File: config.mk
export PLATFORM = sky130hd
export DESIGN_NAME = seq_detect_moore_param_flat
export DESIGN_NICKNAME = d
export VERILOG_FILES = /design/src/rtl/seq_detect_moore_param_if.sv /design/src/rtl/seq_detect_moore_param.sv /design/src/flat_wrapper.sv
export SDC_FILE = /design/constraint.sdc
export NUM_CORES = 1
export LEC_CHECK = 0
export CAP_MARGIN = 20
export CORE_AREA = 2 2 39 41
export CTS_BUF_LIST = sky130_fd_sc_hd__clkbuf_8
export CTS_CLUSTER_SIZE = 20
export DETAILED_ROUTE_END_ITERATION = 8
export DIE_AREA = 0 0 41 43
export PLACE_DENSITY = 0.88
export SYNTH_ARGS = -nofsm -noshare
export SYNTH_HDL_FRONTEND = slang
export SYNTH_SLANG_ARGS = --single-unit
File: constraint.sdc
create_clock -name clk -period 3.1 [get_ports clk]
set_clock_uncertainty 0.15 [all_clocks]
set_input_delay 0.465 -clock clk [delete_from_list [all_inputs] [get_ports clk]]
set_output_delay 0.465 -clock clk [all_outputs]
set_load 0.005 [all_outputs]
File: src/rtl/seq_detect_moore_param_if.sv
// Serial detector bus: input stream, sampling controls and detect/count status.
interface seq_detect_moore_param_if #(
    parameter int unsigned CNT_W = 8
);
    logic             x;
    logic             en;
    logic             overlap;
    logic             clr;
    logic             y;
    logic [CNT_W-1:0] match_count;

    // Stream/control source side
    modport master (
        output x, en, overlap, clr,
        input  y, match_count
    );

    // Detector side
    modport slave (
        input  x, en, overlap, clr,
        output y, match_count
    );
endinterface

File: src/rtl/seq_detect_moore_param.sv
// Parametrised Moore serial sequence detector with KMP next-state table,
// run-time overlap selection, sample enable and saturating match counter.
module seq_detect_moore_param #(
    parameter int unsigned          SEQ_LEN = 4,
    parameter logic [SEQ_LEN-1:0]   PATTERN = 4'b1010,
    parameter int unsigned          CNT_W   = 8
) (
    input  logic                    clk,
    input  logic                    rst,
    seq_detect_moore_param_if.slave bus
);
    localparam int unsigned SW = $clog2(SEQ_LEN + 1);
    localparam int unsigned NS = SEQ_LEN + 1;

    // Sk (k = matched prefix length) uses binary value k; DETECT is k = SEQ_LEN.
    typedef enum logic [SW-1:0] {
        S0     = '0,
        DETECT = SW'(SEQ_LEN)
    } state_t;

    // Longest pattern prefix that is a suffix of (first k pattern bits, then b).
    // Pattern bit i (0 = first received) is PATTERN[SEQ_LEN-1-i].
    function automatic int unsigned kmp_next(input int unsigned k, input logic b);
        logic [15:0]  pat;
        logic         sbit;
        logic         ok;
        int unsigned  idx;
        int unsigned  maxl;
        pat  = 16'(PATTERN);
        maxl = (k + 1 > SEQ_LEN) ? SEQ_LEN : k + 1;
        for (int unsigned l = maxl; l >= 1; l--) begin
            ok = 1'b1;
            for (int unsigned i = 0; i < l; i++) begin
                idx  = k + 1 - l + i;
                sbit = (idx == k) ? b : pat[4'(SEQ_LEN - 1 - idx)];
                if (pat[4'(SEQ_LEN - 1 - i)] != sbit) ok = 1'b0;
            end
            if (ok) return l;
        end
        return 0;
    endfunction

    // Flattened table: entry (2*k + b) holds the next state for state k, input b.
    function automatic logic [2*NS*SW-1:0] build_tbl();
        logic [2*NS*SW-1:0] t;
        t = '0;
        for (int unsigned k = 0; k < NS; k++) begin
            for (int unsigned b = 0; b < 2; b++) begin
                t[(2*k + b)*SW +: SW] = SW'(kmp_next(k, 1'(b)));
            end
        end
        return t;
    endfunction

    localparam logic [2*NS*SW-1:0] NXT = build_tbl();

    state_t           r_state;
    logic             r_y;
    logic [CNT_W-1:0] r_count;
    logic [SW-1:0]    w_key;
    state_t           w_next;

    // Next-state lookup; non-overlap exit from DETECT reuses the S0 row,
    // and unused encodings match no row so they fall back to S0.
    always_comb begin
        w_key = r_state;
        if (r_state == DETECT && !bus.overlap) begin
            w_key = S0;
        end
        w_next = S0;
        for (int unsigned k = 0; k < NS; k++) begin
            if (w_key == SW'(k)) begin
                w_next = state_t'(NXT[(2*k + (bus.x ? 1 : 0))*SW +: SW]);
            end
        end
    end

    // State, registered detect output and saturating match counter.
    always_ff @(posedge clk or posedge rst) begin
        if (rst) begin
            r_state <= S0;
            r_y     <= 1'b0;
            r_count <= '0;
        end else begin
            if (bus.en) begin
                r_state <= w_next;
                r_y     <= (w_next == DETECT);
            end
            if (bus.clr) begin
                r_count <= '0;
            end else if (bus.en && w_next == DETECT && r_count != '1) begin
                r_count <= r_count + CNT_W'(1);
            end
        end
    end

    assign bus.y           = r_y;
    assign bus.match_count = r_count;
endmodule

File: src/flat_wrapper.sv
// flat-port wrapper written by rule: the top's interface ports become plain ports
module seq_detect_moore_param_flat 
#(
    parameter int unsigned          SEQ_LEN = 4,
    parameter logic [SEQ_LEN-1:0]   PATTERN = 4'b1010,
    parameter int unsigned          CNT_W   = 8
)
  (clk, rst, bus_x, bus_en, bus_overlap, bus_clr, bus_y, bus_match_count);
  seq_detect_moore_param_if #(.CNT_W(CNT_W)) bus_i ();
  input  logic clk;
  input  logic rst;
  input wire logic [$bits(bus_i.x)-1:0] bus_x;
  input wire logic [$bits(bus_i.en)-1:0] bus_en;
  input wire logic [$bits(bus_i.overlap)-1:0] bus_overlap;
  input wire logic [$bits(bus_i.clr)-1:0] bus_clr;
  output wire logic [$bits(bus_i.y)-1:0] bus_y;
  output wire logic [$bits(bus_i.match_count)-1:0] bus_match_count;
  assign bus_i.x = bus_x;
  assign bus_i.en = bus_en;
  assign bus_i.overlap = bus_overlap;
  assign bus_i.clr = bus_clr;
  assign bus_y = bus_i.y;
  assign bus_match_count = bus_i.match_count;
  seq_detect_moore_param #(.SEQ_LEN(SEQ_LEN), .PATTERN(PATTERN), .CNT_W(CNT_W)) u_core (.clk(clk), .rst(rst), .bus(bus_i));
endmodule
# After elaboration in Yosys (flattened, before gate mapping)
# Index checks and enable logic that the tools add are counted.
# W data, S select, Z words.
[word_totals]
ff_bits = 12
input_bits = 6
output_inout_bits = 9
[classes]
n_mul = 5
shift = 5
addsub = 5
n_reduce_logical = 6
n_eq_ne = 7
n_mux = 9
[op_table]
columns = ["cell", "n"]
rows = [
  ["$shiftx A30 B33 Y3 const A", 5],
  ["$mul A32 B2 Y32 const B", 5],
  ["$add A3 B32 Y32 const A", 2],
  ["$add A2 B32 Y32 const A", 1],
  ["$add A4 B32 Y32 const A", 1],
  ["$mux W3", 6],
  ["$mux W8", 2],
  ["$eq A3 B3 Y1 const B", 3],
  ["$add A8 B1 Y8 const B", 1],
  ["$ne A8 B8 Y1 const B", 1],
  ["$eq A3 B2 Y1 const B", 2],
  ["$eq A3 B1 Y1 const B", 1],
  ["$logic_and A1 B1 Y1", 3],
  ["$logic_not A3 Y1", 1],
  ["$reduce_bool A2 Y1", 1],
  ["$logic_not A1 Y1", 1],
  ["$mux W1", 1],
]

# Longest topological paths before layout
# Gate-level depths: netlist of the first run.
[depth]
word_depth = 14
depth_mapped = 5

# Worst setup path after synthesis of the first run
# Ideal clock, no wire load.
[synth_timing]
kind = "input-to-reg"
from = "in bus_x"
to = "reg u_core.r_count[4], in the netlist u_core.bus.match_count[4]"
path_buffers = 0
stages = 4
required_time_ps = 2872
arrival_ps = 1457
path_slack_ps = 1416
cell_sequence = "nor3b_4 > nand4_4 > or4_1 > a21oi_1"
[synth_via]
elab_chain_len = 12
elab_cells_between_ends = 24
cone_classes = "4 x add/sub; 5 x mul; 1 x eq/ne; 5 x shift; 6 x mux; 3 x reduce/logical"
[synth_rtl]
columns = ["item", "line", "source"]
rows = [
  ["start, declared", "flat_wrapper.sv:12", "input wire logic [$bits(bus_i.x)-1:0] bus_x;"],
  ["$mux W1 *", "seq_detect_moore_param.sv:73", "w_next = state_t'(NXT[(2*k + (bus.x ? 1 : 0))*SW +: SW]);"],
  ["$add A2 B32 Y32 or $mul A32 B2 Y32 (tied branches)", "seq_detect_moore_param.sv:73", ""],
  ["$mul A32 B2 Y32 or $shiftx A30 B33 Y3 (tied branches)", "seq_detect_moore_param.sv:73", ""],
  ["$shiftx A30 B33 Y3 or $mux W3 (tied branches)", "seq_detect_moore_param.sv:73, seq_detect_moore_param.sv:72", ""],
  ["$mux W3 (3 in a row)", "seq_detect_moore_param.sv:72", "if (w_key == SW'(k)) begin"],
  ["$mux W3 *", "seq_detect_moore_param.sv:72", ""],
  ["$eq A3 B3 Y1 *", "seq_detect_moore_param.sv:91", "end else if (bus.en && w_next == DETECT && r_count != '1) begin"],
  ["$logic_and A1 B1 Y1 * (2 in a row)", "seq_detect_moore_param.sv:91", ""],
  ["$reduce_bool A2 Y1 (no line) *", "n/a", ""],
  ["end signal, assigned", "seq_detect_moore_param.sv:92", "r_count <= r_count + CNT_W'(1);"],
  ["end, declared", "seq_detect_moore_param.sv:59", "logic [CNT_W-1:0] r_count;"],
]
# Every way passes the cells marked *; elsewhere a longest branch is shown, timed or not.
# A chain may end at the register's enable or synchronous reset.

# Worst setup path after layout of the first run
[layout_timing]
from = "in bus_x"
to = "reg u_core.r_count[5], in the netlist u_core.bus.match_count[5]"
# The elaborated chain is that of the path after synthesis.

==> results of run 1 <==
-- cell usage after synthesis (all sizes together) --
cell	number
nand2b	1
nand2	4
o311a	1
inv	7
ha	1
nor4	1
nor2	2
buf	1
dfrtp	12
o211ai	2
nand3	4
mux2	1
nor3	1
nand4	3
and4	2
a21oi	2
or4	1
nand4b	1
o41ai	1
o21ai	5
nor2b	2
o21bai	1
clkbuf	1
nor3b	2
a211oi	1
and3	2
o31ai	2
o311ai	1
and2	1
mux2i	1
-- final timing paths --
check	to	slack [ns]	cells past startpoint
setup / recovery	u_core.bus.match_count[5]	0.98	5
hold / removal	u_core.bus.y	0.38	2
setup reg to reg	u_core.bus.match_count[5]	1.23	4
hold reg to reg	u_core.bus.y	0.38	2
max in group asynchronous	u_core.bus.match_count[1]	2.10	2
min in group asynchronous	u_core.bus.match_count[2]	0.39	2
-- registers in the layout, summed over array words and instances, names as in the netlist --
register	flops
u_core.bus.match_count	8
u_core.r_state	3
u_core.bus.y	1
-- worst max-delay path, cell delays in order --
cell	delay, ns
clkdlybuf4s50_1	0.47
nor3b_4	0.30
nand4_1	0.29
o311ai_0	0.40
o41ai_1	0.14
-- through the flow --
stage | total power [mW] | hold WS, ns
floorplan | 0.196 | 0.180
global placement | 0.210 | 0.378
detailed placement | 0.213 | 0.382
CTS | 0.381 | 0.390
global route | 0.398 | 0.429
finish | 0.381 | 0.378
-- per-layer routing --
metal / track usage [%] / up-vias / routed length, µm
met4: 8.00 / 0 / 28
met5: 0 / - / 0
met2: 35.3 / 20 / 794
met3: 6.28 / 4 / 100
met1: 27.1 / 294 / 667
li1: - / 287 / -
-- layout by cell type, fill, tap and decap left out, types with 2 or more instances in the layout --
master	synthesis	routed
nor2_1	2	2
and4_1	2	2
a21oi_1	2	2
clkdlybuf4s50_1	0	14
nand4_1	2	2
o31ai_1	2	2
clkbuf_8	0	4
nand2_1	4	4
and3_1	2	2
o21ai_0	5	5
inv_1	7	7
nor2b_1	2	2
dfrtp_1	12	12
o211ai_1	2	2
nand3_1	4	4
-- cell type report --
class                   instances  area (µm²)
multi-input cells              46         328
flip-flops and latches         12         300
fillers                       125         514
well taps                      16        20.0
clock buffers                   4        55.1
repair buffers                 14         140
inverters                       7        26.3
-- cells by family (layout without fill, tap and decap cells) --
| group | count (synthesis) | in the layout | synth area share, % |
|---|---|---|---|
| compound gates | 16 | 16 | 16.4 |
| buf+inv | 9 | 25 | 5.28 |
| simple gates | 27 | 27 | 27.9 |
| flops | 12 | 12 | 45.3 |
| mux | 2 | 2 | 3.21 |
| fa+ha+maj | 1 | 1 | 1.89 |
-- power groups by stage --
| stage | clock, mW | combinational, mW | sequential, mW |
|---|---|---|---|
| after CTS | 0.171 | 0.0369 | 0.173 |
| after detailed placement | 0 | 0.0364 | 0.176 |
| after global routing | 0.182 | 0.0411 | 0.174 |
| after floorplan | 0 | 0.0226 | 0.174 |
| after global placement | 0 | 0.0348 | 0.175 |
| final | 0.171 | 0.0363 | 0.173 |
==> impl_results.md, run 1 <==
* Peak VDD IR at 0.344 mV
* Syn nets at 74
* Fmax at 473 MHz
* Vias in the first global route at 584
* Unique masters post-synth at 32
* YS warnings at 0
* Tightest Pin Transition at 0.462 ns
* Io pins at 15
* Finished Layout Cells at 99
* Tcrit/Tclk final at 68.3%
* Placed cell count at 95
* Power Dens Cells at 438 nW/µm²
* Critical path class: in -> reg
* DRC at 0
* Post-synth top area share at 45.3%
* Status: complete, no violations
* RSZ-0062 raised after global routing: false
* Layout overhead on the synthesized area at 31.1%
* Post-route design area at 870 µm²
* Hold Vio Cnt, Final at 0
* Initial Util at 47.9%
* Logic pwr share at 9.5%
* Gr ovfl total at 0
* Routability congestion estimate at 0.853
* Final setup viols at 0
* CP arrival at 2.08 ns
* Largest net degree at the start of global routing at 13
* Hold path startpoint: u_core.bus.y
* Critical Path Start: bus_x
* Post-Syn Area at 663 µm²
* Setup WS pre-CTS at 0.749 ns
* Synth top area cells: dfrtp_1 45%, inv_1 4.0%, o21ai_0 3.8%
* Via density at 6.11
* Sequential share of power at 45.5%
* DP HPWL at 1.09 mm
* Worst-path maximum fanout at 6
* Util after Layout at 62.8%
* Core area at 1380 µm²
* Nets at 91
* Setup Fix Bufs, Post-CTS at 0
* CP required at 3.06 ns
* Register bit total from synthesis at 12
* First-iteration detailed-routing DRC count at 9
* Crit path time final at 2.12 ns
* Internal cell power at 0.293 mW
* Fraction of layout cells with a size suffix above 1 at 9.64%
* Hold Path Class: reg -> reg
* Post-DRT Antenna Nets at 0
* Post-Synthesis Cells at 67
* Switch Pwr at 0.0874 mW
* Placed inst area at 815 µm²
* CTS root buf: clkbuf_8
* Hold Buf Count CTS at 0
* Total wire length at 1.59 mm
* Post-DR wirelength/cell at 16.1 µm
* Mean area per synthesized cell at 9.90 µm²
* Max Buffers Root-to-Sink at 2
* Synth area leader: dfrtp_1
* Antenna diodes at 0
* Setup_tns at 0 ns
* Worst relative slew slack at 69.2%
* Die width at 41 µm
* I/O Buffers at 14
* Setup WS post-layout at 0.984 ns
* GRT Total Usage at 22.1%
* Reg clk slew, reported paths at 0.05 ns
* H-tree Lvls at 1
* Clock buffers created by TritonCTS at 3
* Number of placement rows at 14
* Switching Share at 23.0%
* First-pass GRT wire length at 2.60 mm
* Initial antenna violation count at 0
* Max Slew Vio Count at 0
* Reg2Reg Launch Point: u_core.r_state[2]
* Clock latency at the later pin of the worst-skew pair at 0.24 ns
* Static Leak at 0.352 nW
* Router iterations before antenna repair at 4
* Post-CTS Resized at 0
* Clock Power Share at 45.0%
* Startpoint types: input port
* Number of clock sinks at 12
* Detailed-route via count at 605
* Worst setup EP type: flip-flop
* Max-Cap Viols at 0
* CTS tree: built
* Die Y at 43 µm
* Sequential area share after synthesis at 45.3%
* Die Area at 1760 µm²
No activity file was read; power rests on OpenSTA's default activity.
==> inputs of run 2 (changes only) <==
--- a/config.mk
+++ b/config.mk
@@ -6,12 +6,12 @@
 export NUM_CORES = 1
 export LEC_CHECK = 0
 export CAP_MARGIN = 20
-export CORE_AREA = 2 2 39 41
+export CORE_MARGIN = 2
+export CORE_UTILIZATION = 50
 export CTS_BUF_LIST = sky130_fd_sc_hd__clkbuf_8
 export CTS_CLUSTER_SIZE = 20
 export DETAILED_ROUTE_END_ITERATION = 8
-export DIE_AREA = 0 0 41 43
-export PLACE_DENSITY = 0.88
+export PLACE_DENSITY = 0.89
 export SYNTH_ARGS = -nofsm -noshare
 export SYNTH_HDL_FRONTEND = slang
 export SYNTH_SLANG_ARGS = --single-unit
==> constraint.sdc (replaced) <==
create_clock -name clk -period 2 [get_ports clk]
set_clock_uncertainty 0.15 [all_clocks]
set_input_delay 0.3 -clock clk [delete_from_list [all_inputs] [get_ports clk]]
set_output_delay 0.3 -clock clk [all_outputs]
set_load 0.005 [all_outputs]
==> impl_results.md, run 2 (synthesized netlist as in run 1, its figures left out) <==
* Status: complete, no violations
* Reg2Reg Launch Point: u_core.bus.match_count[0]
* Max incr delay on CP at 0.45 ns (-0.02 ns)
* Core area at 1270 µm² (-8.3%)
* GR Layer Usage met3 at 3.89% (-2.4 points)
* Io pins at 15 (unchanged)
* I/O Buffers at 14 (unchanged)
* Max-Cap Viols at 0 (unchanged)
* Post-DR wirelength/cell at 13.5 µm (-16%)
* Commonest non-fill, non-tap cell in the layout: clkdlybuf4s50_1
* Reg-to-Reg End: u_core.bus.match_count[0]
* Hold Vio Cnt, Final at 0 (unchanged)
* GRT met1 Usage at 25.3% (-1.9 points)
* Setup Fix Bufs, Post-CTS at 0 (unchanged)
* CP arrival at 1.79 ns (-0.29 ns)
* Post-route design area at 921 µm² (+5.9%)
* Number of placement rows at 13 (-1)
* CP required at 1.97 ns (-1.09 ns)
* Critical path class: in -> reg
* Logic pwr share at 10.5% (+1.0 points)
* Router iterations before antenna repair at 4 (unchanged)
* Tcrit/Tclk final at 91.0%
* Largest net degree at the start of global routing at 13 (unchanged)
* Via density at 5.58 (-8.7%)
* Worst relative slew slack at 69.6% (+0.49 points)
* Peak VDD IR at 0.383 mV (+11%)
* First-iteration detailed-routing DRC count at 9 (unchanged)
* Initial antenna violation count at 0 (unchanged)
* Clock buffers created by TritonCTS at 3 (unchanged)
* H-tree Lvls at 1 (unchanged)
* Post-DRT Antenna Nets at 0 (unchanged)
* Crit-path slowest cell: clkdlybuf4s50_1
* Power Dens Cells at 640 nW/µm² (+46%)
* CP Buf/Inv Count at 1 (unchanged)
* Hold Path Class: in -> async
* Worst-path maximum fanout at 4 (-2)
* Antenna diodes at 0 (unchanged)
* CP top delay family: buffers and inverters
* Max FFs per register at 8 (unchanged)
* Number of clock sinks at 12 (unchanged)
* Switch Pwr at 0.130 mW (+48%)
* Initial Util at 52.3% (+4.3 points)
* FF-to-FF path depth at 4 (unchanged)
* Post-CTS Resized at 0 (unchanged)
* Total wire length at 1.41 mm (-11%)
* Vias in the first global route at 568 (-2.7%)
* Placed inst area at 866 µm² (+6.3%)
* Internal cell power at 0.459 mW (+57%)
* Fraction of layout cells with a size suffix above 1 at 16.7% (+7.0 points)
* Layout overhead on the synthesized area at 38.9%
* Die Area at 1630 µm² (-7.3%)
* Worst setup EP type: flip-flop
* Finished Layout Cells at 105 (+6.1%)
* Routability congestion estimate at 0.739 (-13%)
* RSZ-0062 raised after global routing: false
* Hold Buf Count CTS at 0 (unchanged)
* Static Leak at 0.385 nW (+9.2%)
* CTS tree: built
* Startpoint types: input port
* Global routing usage on met2 at 36.1% (+0.80 points)
* Sequential share of power at 45.6% (about the same)
* Max Buffers Root-to-Sink at 2 (unchanged)
* Placed cell count at 101 (+6.3%)
* Crit path time final at 1.82 ns
* Max Slew Vio Count at 0 (unchanged)
* DRC at 0 (unchanged)
* Gr ovfl total at 0 (unchanged)
* Reg clk slew, reported paths at 0.05 ns (about the same)
* R2R Setup Slk at 0.20 ns (-1.03 ns)
* Clock Power Share at 43.9% (-1.1 points)
* Switching Share at 22.0% (-0.95 points)
* Fmax at 550 MHz
* Critical Path Start: bus_x
* Tightest Pin Transition at 0.455 ns (-0.00741 ns)
* First-pass GRT wire length at 2.33 mm (-11%)
* Nets at 98 (+7.7%)
* DP HPWL at 1.09 mm (-0.50%)
* Detailed-route via count at 586 (-3.1%)
* CP cell instances: clkdlybuf4s50_1 > nor3b_4 > nand3_1 > a21oi_1 > mux2_2
* GRT busiest layer: met2
* Final setup viols at 0 (unchanged)
* CTS root buf: clkbuf_8
* Die width at 40.4 µm (-1.4%)
* Die Y at 40.4 µm (-6.0%)
* Clock latency at the later pin of the worst-skew pair at 0.24 ns (about the same)
* GRT Total Usage at 22.2% (+0.054 points)
* Commonest non-fill, non-tap cells in the layout: 14 x clkdlybuf4s50_1, 12 x dfrtp_1, 7 x inv_1, 7 x buf_4, 5 x o21ai_0
[run 2: cell types whose count changed in the layout (fill, tap and decap cells not counted), sizes merged]
cell	delta
buf	+7
[run 2: routing by layer]
| layer | share of wire, % | vias to the layer above |
|---|---|---|
| li1 | - | 297 |
| met1 | 42 | 271 |
| met2 | 51 | 14 |
| met3 | 5.0 | 4 |
| met4 | 1.8 | 0 |
| met5 | 0 | - |
[run 2: through the flow]
step	hold WS, ns	utilization [%]	TNS (ns)	total power, mW	worst slack (ns)
2_1_floorplan	0.0147	-	0	0.304	0.325
3_3_place_gp	0.366	68.2	-0.0182	0.332	-0.0116
3_5_place_dp	0.372	68.2	-0.147	0.334	-0.0809
4_1_cts	0.249	72.6	0	0.595	0.174
5_1_grt	0.282	72.6	0	0.616	0.0958
6_report	0.233	72.6	0	0.589	0.181
[run 2: worst register-to-register path, stage by stage, from the launching register on]
cell and delay (ns):
dfrtp_1 0.42, ha_1 0.30, and3_1 0.22, a21oi_1 0.23, mux2_2 0.37
[run 2: how the worst max path moves through the flow]
stage | endpoint | depth (start not counted) | slack (ns)
6_report | u_core.bus.match_count[0] | 5 | 0.18
5_1_grt | u_core.bus.match_count[5] | 5 | 0.1
4_1_cts | u_core.bus.match_count[0] | 5 | 0.17
3_5_place_dp | u_core.bus.match_count[0] | 5 | -0.08
3_3_place_gp | u_core.bus.match_count[4] | 5 | -0.01
2_1_floorplan | u_core.bus.match_count[0] | 4 | 0.33
[run 2: power by group through the flow]
stage                     combinational, mW  sequential (mW)  clock (mW)
after floorplan                      0.0350            0.269           0
after global placement               0.0604            0.271           0
after detailed placement             0.0620            0.272           0
after CTS                            0.0629            0.268       0.264
after global routing                 0.0696            0.270       0.276
final                                0.0621            0.269       0.258
[run 2: area by class of cell]
cell class                 instances  area [µm²]
timing repair buffer              21         193
sequential                        12         300
clock buffer                       4        55.1
multi-input combinational         46         328
inverter                           7        26.3
fill                             104         348
tap                               15        18.8
==> inputs of run 3 (changes only) <==
--- a/config.mk
+++ b/config.mk
@@ -7,11 +7,11 @@
 export LEC_CHECK = 0
 export CAP_MARGIN = 20
 export CORE_MARGIN = 2
-export CORE_UTILIZATION = 50
+export CORE_UTILIZATION = 45
 export CTS_BUF_LIST = sky130_fd_sc_hd__clkbuf_8
 export CTS_CLUSTER_SIZE = 20
 export DETAILED_ROUTE_END_ITERATION = 8
-export PLACE_DENSITY = 0.89
+export PLACE_DENSITY = 0.82
 export SYNTH_ARGS = -nofsm -noshare
 export SYNTH_HDL_FRONTEND = slang
 export SYNTH_SLANG_ARGS = --single-unit
==> impl_results.md, run 3 (synthesized netlist as in run 1, its figures left out) <==
* Setup_tns at 0 ns (unchanged)
* Placed cell count at 100 (-0.99%)
* First-iteration detailed-routing DRC count at 15 (+6)
* Die Y at 42.4 µm (+4.9%)
* Peak VDD IR at 0.369 mV (-3.7%)
* Clock latency at the later pin of the worst-skew pair at 0.24 ns (about the same)
* Max Slew Vio Count at 0 (unchanged)
* Max-Cap Viols at 0 (unchanged)
* Via density at 5.74 (+2.8%)
* Nets at 97 (-1.0%)
* Io pins at 15 (unchanged)
* Commonest non-fill, non-tap cells in the layout: 14 x clkdlybuf4s50_1, 12 x dfrtp_1, 7 x inv_1
* Fmax at 544 MHz (-0.99%)
* Number of placement rows at 13 (unchanged)
* Max Buffers Root-to-Sink at 2 (unchanged)
* Detailed-route via count at 591 (+0.85%)
* H-tree Lvls at 1 (unchanged)
* Crit path time final at 1.84 ns (+0.0182 ns)
* CP required at 2.01 ns (+0.04 ns)
* Worst setup EP type: flip-flop
* DP HPWL at 1.12 mm (+2.8%)
* DRC at 0 (unchanged)
* Worst relative slew slack at 69.5% (-0.10 points)
* Hold Path Class: in -> async
* Setup WS post-layout at 0.163 ns (-0.0182 ns)
* Post-DRT Antenna Nets at 0 (unchanged)
* GR Layer Usage met3 at 4.74% (+0.85 points)
* Critical path class: in -> reg
* First-pass GRT wire length at 2.59 mm (+12%)
* Fill cells at 108 (+3.8%)
* Initial antenna violation count at 0 (unchanged)
* Tcrit/Tclk final at 91.9% (+0.91 points)
* I/O Buffers at 14 (unchanged)
* GRT busiest layer: met2
* Layout overhead on the synthesized area at 35.7%
* Static Leak at 0.373 nW (-3.1%)
* Placed inst area at 858 µm² (-0.87%)
* CTS root buf: clkbuf_8
* Power Dens Cells at 611 nW/µm² (-4.5%)
* CP cell instances: clkdlybuf4s50_1 > nor3b_4 > nand4_4 > or4_1 > a21oi_1
* Hold Buf Count CTS at 0 (unchanged)
* Number of clock sinks at 12 (unchanged)
* Startpoint types: input port
* Antenna diodes at 0 (unchanged)
* CP top delay family: simple AND/OR/NAND/NOR gates
* Worst-path maximum fanout at 4 (unchanged)
* Gr ovfl total at 0 (unchanged)
* Setup Fix Bufs, Post-CTS at 0 (unchanged)
* Post-route design area at 900 µm² (-2.3%)
* Tightest Pin Transition at 0.456 ns (+0.00155 ns)
* Reg clk slew, reported paths at 0.05 ns (about the same)
* Commonest non-fill, non-tap cell in the layout: clkdlybuf4s50_1
* Post-CTS Resized at 0 (unchanged)
* CP Buf/Inv Count at 1 (unchanged)
* FF+latch area at 300 µm² (unchanged)
* GRT met1 Usage at 23.1% (-2.2 points)
* Global routing usage on met2 at 32.3% (-3.8 points)
* GRT Total Usage at 19.1% (-3.1 points)
* Max incr delay on CP at 0.49 ns (+0.04 ns)
* Overall Power at 0.550 mW (-6.7%)
* Initial Util at 49.7% (-2.5 points)
* Total wire length at 1.49 mm (+5.5%)
* Router iterations before antenna repair at 4 (unchanged)
* Vias in the first global route at 583 (+2.6%)
* Routability congestion estimate at 0.848 (+15%)
* Fraction of layout cells with a size suffix above 1 at 14.8% (-1.9 points)
* Util after Layout at 67.4% (-5.1 points)
* Clock buffers created by TritonCTS at 3 (unchanged)
* Status: complete, no violations
* Die Area at 1800 µm² (+10%)
* Setup WS pre-CTS at -0.0780 ns (+0.00293 ns)
* Max FFs per register at 8 (unchanged)
* Hold Vio Cnt, Final at 0 (unchanged)
* Final setup viols at 0 (unchanged)
* Largest net degree at the start of global routing at 13 (unchanged)
* Hold_ws at 0.214 ns (-0.0194 ns)
* CP arrival at 1.85 ns (+0.06 ns)
* Finished Layout Cells at 103 (-1.9%)
* Multi-input gate area at 328 µm² (unchanged)
* RSZ-0062 raised after global routing: false
* CTS tree: built
* Core area at 1330 µm² (+5.1%)
* Crit-path slowest cell: or4_1
* Post-DR wirelength/cell at 14.5 µm (+7.6%)
* Die width at 42.4 µm (+4.9%)
run 3: area by class of cell:
| class | instances | area share [%] |
|---|---|---|
| multi-input cells | 46 | 36.4 |
| flip-flops and latches | 12 | 33.4 |
| repair buffers | 20 | 20.6 |
| clock buffers | 3 | 4.59 |
| inverters | 7 | 2.92 |
| well taps | 15 | 2.09 |
run 3: worst paths after layout:
check | start | endpoint | slack, ns | cells after the start
max | bus_x | u_core.bus.match_count[4] | 0.16 | 5
min reg2reg | u_core.bus.y | u_core.bus.y | 0.38 | 2
min | rst | u_core.bus.match_count[3] | 0.21 | 2
min in group clk | u_core.bus.y | u_core.bus.y | 0.38 | 2
max in group asynchronous | rst | u_core.bus.match_count[7] | 1.17 | 2
max reg2reg | u_core.bus.match_count[0] | u_core.bus.match_count[0] | 0.21 | 4
run 3: worst reg2reg max path, cell delays in order (launching register included):
cell	delay, ns
dfrtp_1	0.42
ha_1	0.29
and3_1	0.21
a21oi_1	0.24
mux2_2	0.36
run 3: where the power goes:
group,internal [mW],leakage (nW),total (mW),switching [mW]
registers,0.253,0.165,0.268,0.0151
logic,0.0309,0.186,0.0603,0.0294
clock network,0.133,0.0216,0.221,0.0881
run 3: routing by layer:
metal / vias up / routed length (µm) / share of wire (%)
li1: 290 / - / -
met1: 286 / 705 / 47
met2: 11 / 714 / 48
met3: 4 / 49 / 3.3
met4: 0 / 21 / 1.4
met5: - / 0 / 0
